**src/rtl/time_entry.sv**
```systemverilog
// Time/alarm entry: three-button editor for an HH:MM value with load strobes.
// Ports: clk, reset (async, active-high); btn_mode/btn_inc/btn_ok level inputs;
//   target_alarm selects the load target at edit start; H_in1/H_in0/M_in1/M_in0
//   BCD working value; LD_time/LD_alarm load strobes; edit_field state; busy.
module time_entry #(
    parameter int LD_HOLD = 10,
    parameter int TIMEOUT = 300
) (
    input  logic       clk,
    input  logic       reset,
    input  logic       btn_mode,
    input  logic       btn_inc,
    input  logic       btn_ok,
    input  logic       target_alarm,
    output logic [1:0] H_in1,
    output logic [3:0] H_in0,
    output logic [3:0] M_in1,
    output logic [3:0] M_in0,
    output logic       LD_time,
    output logic       LD_alarm,
    output logic [1:0] edit_field,
    output logic       busy
);

    localparam int TW = $clog2(TIMEOUT + 1);
    localparam int LW = $clog2(LD_HOLD + 1);

    typedef enum logic [1:0] {
        IDLE     = 2'b00,
        EDIT_HR  = 2'b01,
        EDIT_MIN = 2'b10,
        LOAD     = 2'b11
    } state_t;

    state_t          state;
    logic            mode_prev;
    logic            inc_prev;
    logic            ok_prev;
    logic            target;
    logic [TW-1:0]   to_cnt;
    logic [LW-1:0]   ld_cnt;

    logic mode_e;
    logic inc_e;
    logic ok_e;

    assign mode_e = btn_mode & ~mode_prev;
    assign inc_e  = btn_inc & ~inc_prev;
    assign ok_e   = btn_ok & ~ok_prev;

    // The state register doubles as the field indicator.
    assign edit_field = state;
    assign busy       = (state != IDLE);

    always_ff @(posedge clk or posedge reset) begin
        if (reset) begin
            state     <= IDLE;
            mode_prev <= 1'b0;
            inc_prev  <= 1'b0;
            ok_prev   <= 1'b0;
            target    <= 1'b0;
            to_cnt    <= '0;
            ld_cnt    <= '0;
            H_in1     <= 2'd0;
            H_in0     <= 4'd0;
            M_in1     <= 4'd0;
            M_in0     <= 4'd0;
            LD_time   <= 1'b0;
            LD_alarm  <= 1'b0;
        end else begin
            mode_prev <= btn_mode;
            inc_prev  <= btn_inc;
            ok_prev   <= btn_ok;
            unique case (state)
                IDLE: begin
                    if (mode_e) begin
                        state  <= EDIT_HR;
                        target <= target_alarm;
                        to_cnt <= '0;
                    end
                end
                EDIT_HR, EDIT_MIN: begin
                    // ok beats mode beats inc; lower edges are dropped.
                    if (ok_e) begin
                        state    <= LOAD;
                        ld_cnt   <= '0;
                        to_cnt   <= '0;
                        LD_time  <= ~target;
                        LD_alarm <= target;
                    end else if (mode_e) begin
                        state  <= (state == EDIT_HR) ? EDIT_MIN : EDIT_HR;
                        to_cnt <= '0;
                    end else if (inc_e) begin
                        to_cnt <= '0;
                        if (state == EDIT_HR) begin
                            if (H_in1 == 2'd2 && H_in0 == 4'd3) begin
                                H_in1 <= 2'd0;
                                H_in0 <= 4'd0;
                            end else if (H_in0 == 4'd9) begin
                                H_in1 <= H_in1 + 2'd1;
                                H_in0 <= 4'd0;
                            end else begin
                                H_in0 <= H_in0 + 4'd1;
                            end
                        end else begin
                            if (M_in0 == 4'd9) begin
                                M_in0 <= 4'd0;
                                M_in1 <= (M_in1 == 4'd5) ? 4'd0 : M_in1 + 4'd1;
                            end else begin
                                M_in0 <= M_in0 + 4'd1;
                            end
                        end
                    end else if (to_cnt == TW'(TIMEOUT - 1)) begin
                        // Abandoned edit: keep the value, no strobe.
                        state  <= IDLE;
                        to_cnt <= '0;
                    end else begin
                        to_cnt <= to_cnt + TW'(1);
                    end
                end
                LOAD: begin
                    if (ld_cnt == LW'(LD_HOLD - 1)) begin
                        state    <= IDLE;
                        ld_cnt   <= '0;
                        LD_time  <= 1'b0;
                        LD_alarm <= 1'b0;
                    end else begin
                        ld_cnt <= ld_cnt + LW'(1);
                    end
                end
                default: state <= IDLE;
            endcase
        end
    end

endmodule

```
**config.mk**
```make
export PLATFORM = sky130hd
export DESIGN_NAME = time_entry
export DESIGN_NICKNAME = d
export VERILOG_FILES = /design/src/rtl/time_entry.sv
export SDC_FILE = /design/constraint.sdc
export NUM_CORES = 1
export LEC_CHECK = 0
export CAP_MARGIN = 20
export CORE_MARGIN = 4
export CORE_UTILIZATION = 55
export CTS_CLUSTER_SIZE = 25
export DETAILED_ROUTE_END_ITERATION = 12
export PLACE_DENSITY_LB_ADDON = 0.08
export SLEW_MARGIN = 20
export SYNTH_ARGS = -nofsm -noshare
export SYNTH_HDL_FRONTEND = slang
export SYNTH_SLANG_ARGS = --single-unit
```
**constraint.sdc**
```tcl
create_clock -name clk -period 2.09 [get_ports clk]
set_input_delay 0.418 -clock clk [delete_from_list [all_inputs] [get_ports clk]]
set_output_delay 0.418 -clock clk [all_outputs]
set_load 0.02 [all_outputs]
```
==> key figures <==
Global route
  – Busiest grt layer: met2
  – First-pass GRT wire length: approximately 7100 um
  – Initial antenna violation count: 0
  – Met3 global-route usage: 0.0558
  – Grt total ovfl: 0
  – Global Route met1 Usage: 0.244
  – Number of global-route vias before repair: ~1600
  – GRT Total Usage: 0.205
  – M2 GR Usage: 0.361
  – Largest net degree at the start of global routing: 36

Power
  – Pwr Density: around 1200 mW/mm^2
  – Max VDD drop: ~0.74 mV
  – LEAKAGE: 0.00105 uW
  – Final Power: about 2800 uW

Route
  – # DRC: 0
  – Detailed Route Iter0 Violations: 70
  – Total wire length: roughly 4200 um
  – Detail Route Antenna Nets: 0
  – Vias per inst: roughly 5.9
  – DRT Pass-1 Iters: 4
  – Total number of vias: 1650
  – WL/cell: roughly 15 um

Floorplan
  – Core area: roughly 0.0034 mm^2
  – Initial core utilization: 0.581
  – Row Count: 21
  – Die ar.: between 0.004 and 0.005 mm^2
  – Die height: 68.1 um
  – Die span in x: around 68 um
  – Ports: 25

Logic synthesis
  – Syn Std Cell Area: about 0.002 mm^2
  – Mean Syn Cell Area: approximately 10 um^2
  – Synth area leaders: dfrtp_1 (44%), ha_1 (5.7%), nand3_1 (3.0%)
  – Cell variety after synth: 56
  – Fraction of registers with async set/reset: 1.00
  – Primary FF master, synth: dfrtp_1
  – Post-synth EDFFs: 0
  – Net Count, Synth: approximately 210
  – Synth Instances: approximately 200
  – Area leader, netlist: dfrtp_1
  – Synth Warn #: 0
  – Sequential area share after synthesis: 0.441
  – Yosys top cell area share: 0.441
  – FF+latch count, synth: 35

Placement
  – Placer Congestion: between 0.8 and 0.9
  – Cell Area, Placed: about 0.0023 mm^2
  – DP Worst Slack: 20.0 ps
  – Post-DP HPWL: ~3100 um
  – Port Buffer Count: 24

Worst setup path
  – Critical path arrival: 2210 ps
  – Reg2Reg Setup Slack: 130 ps
  – End of the worst register-to-register path: M_in1[2]$_DFFE_PP0P_
  – CP peak stage delay: 520 ps
  – Worst r2r src: edit_field[1]$_DFFE_PP0P_
  – Slowest-stage cell, CP: or4_1
  – Setup Crit Path Kind: reg2reg
  – Crit. End Element: flip-flop
  – Critical path cell sequence: inv_1, ha_1, nand4_2, or4_1, a22o_1
  – CP Max Fanout: 9
  – Worst setup SP type: flip-flop
  – Worst reg2reg path depth: 5
  – CP required: approximately 2300 ps

CTS
  – Setup Fix Bufs, Post-CTS: 0
  – CTS clk-pin slew, worst paths: ~100 ps
  – TritonCTS clock tree: done
  – CTS Buffer Depth: 2
  – CTS HTree Levels: 2
  – CTS sink count: 35
  – Clk Latency, worst-skew pair: around 340 ps
  – Root Driver: clkbuf_4
  – Total clock buffers created by CTS: 5

Layout
  – Sequential cell area: slightly below 900 um^2
  – Footprint of the multi-input gates: 0.00106 mm^2
  – Most frequent cells in the layout: dfrtp_1 (34), clkdlybuf4s50_1 (23), nand2_1 (16), nand3_1 (12)
  – Layout area overhead: 21.8%
  – Fraction of layout cells with a size suffix above 1: 0.145
  – Fill count: between 200 and 300
  – Most common cell after layout, fill and taps aside: dfrtp_1
  – Post-Layout Inst Area: between 0.002 and 0.0025 mm^2
  – # nets final: between 200 and 250
  – Antenna fix cells: 0

STA
  – Relative slew slack: 0.619
  – Fmax achieved: between 500 and 600 MHz
  – Final setup fails: 0
  – Fin. max-slew vios: 0
  – Tightest Pin Transition: roughly 560 ps
  – Final Hold Viols: 0
  – Tcrit/Tclk final: 0.939
  – Worst Skew: 14.5 ps
  – Crit path time final: slightly below 2000 ps
  – RSZ-0062 raised after global routing: yes
  – Final setup margin: between 100 and 150 ps

Job
  – Max_cap viols: 0

Outcome
  – Status: finished clean

Worst hold path
  – Hold Crit Class: in2async
[through the flow]
step | setup TNS (ps) | hold WS (ps) | cells | utilization
6_report | 0 | 472 | 280 | 0.708
5_1_grt | -8.07 | 504 | 280 | 0.708
4_1_cts | 0 | 484 | 280 | 0.705
3_5_place_dp | 0 | 482 | 273 | 0.684
3_3_place_gp | 0 | 466 | 273 | 0.684
2_1_floorplan | 0 | 448 | 198 | -
[how the worst max path moves through the flow]
stage | start | endpoint | slack (ps) | depth (start not counted)
floorplan | edit_field[1]$_DFFE_PP0P_ | M_in1[2]$_DFFE_PP0P_ | 110 | 6
finish | edit_field[1]$_DFFE_PP0P_ | M_in1[2]$_DFFE_PP0P_ | 130 | 5
global placement | btn_inc | M_in1[2]$_DFFE_PP0P_ | 50 | 5
global route | edit_field[1]$_DFFE_PP0P_ | ld_cnt[1]$_DFFE_PP0P_ | -8 | 6
CTS | edit_field[1]$_DFFE_PP0P_ | ld_cnt[0]$_DFFE_PP0P_ | 30 | 6
detailed placement | btn_inc | M_in1[2]$_DFFE_PP0P_ | 20 | 5
[synthesized netlist by cell type (3+ instances only)]
master and n:
dfrtp_1 35, nand2_1 16, nand3_1 12, inv_1 10, ha_1 9, o21ai_0 9
a31oi_1 6, and3_1 6, nor2_1 6, a21oi_1 5, mux2i_1 5, nand2b_1 5
nand4_1 5, and2_1 4, mux2_2 4, nor2b_1 4, o31ai_1 4, nand3b_1 3
nand4b_1 3, nor3_1 3
[sequential cells by signal, indices dropped and copies added, names as in the netlist, 2 cells and up]
| register | count |
|---|---|
| H_in1 | 2 |
| edit_field | 2 |
| ld_cnt | 4 |
| to_cnt | 9 |
| M_in0 | 4 |
| H_in0 | 4 |
| M_in1 | 4 |
[cell type report]
cell class                      instances  area share
Timing Repair Buffer                   34       0.130
Clock buffer                            6      0.0171
Clock inverter                          1      0.0124
Tap cell                               46      0.0238
Sequential cell                        35       0.363
Inverter                               10      0.0155
Multi-Input combinational cell        148       0.438
[where the power goes]
group	internal, uW	switching, uW	leakage (uW)
combinational	611	723	0.000567
clock	247	220	0.0000383
sequential	835	199	0.000447
total	1690	1140	0.00105
[routing by layer]
layer,routed length (um),vias to the layer above
met1,1840,807
met2,2100,31
met4,51,0
met5,0,-
li1,-,807
met3,164,5
[what timing repair did]
item | CTS | global route
hold buffers | 0 | 0
cloned | 0 | 0
endpoints found under the setup margin | 4 | 7
pin swaps | 0 | 0
resized for setup | 2 | 2
[critical path: cells and delay by family (launching register included)]
family | cells | cell delay (ps)
compound gates | 1 | 240
simple gates | 2 | 670
fa+ha+maj | 1 | 450
flops | 1 | 410
buf+inv | 1 | 90
[cell families (layout without fill, tap and decap cells)]
group / after synthesis / after routing / synth area share
DFF: 35 / 35 / 0.441
AOI/OAI and AO/OA: 42 / 42 / 0.144
xor gates and xnor gates: 4 / 4 / 0.0177
buffers and inverters: 15 / 51 / 0.0296
and+or+nand+nor: 84 / 84 / 0.262
muxes: 9 / 9 / 0.0479
adders and majority gates: 9 / 9 / 0.0567
No activity file was read; power rests on OpenSTA's default activity.
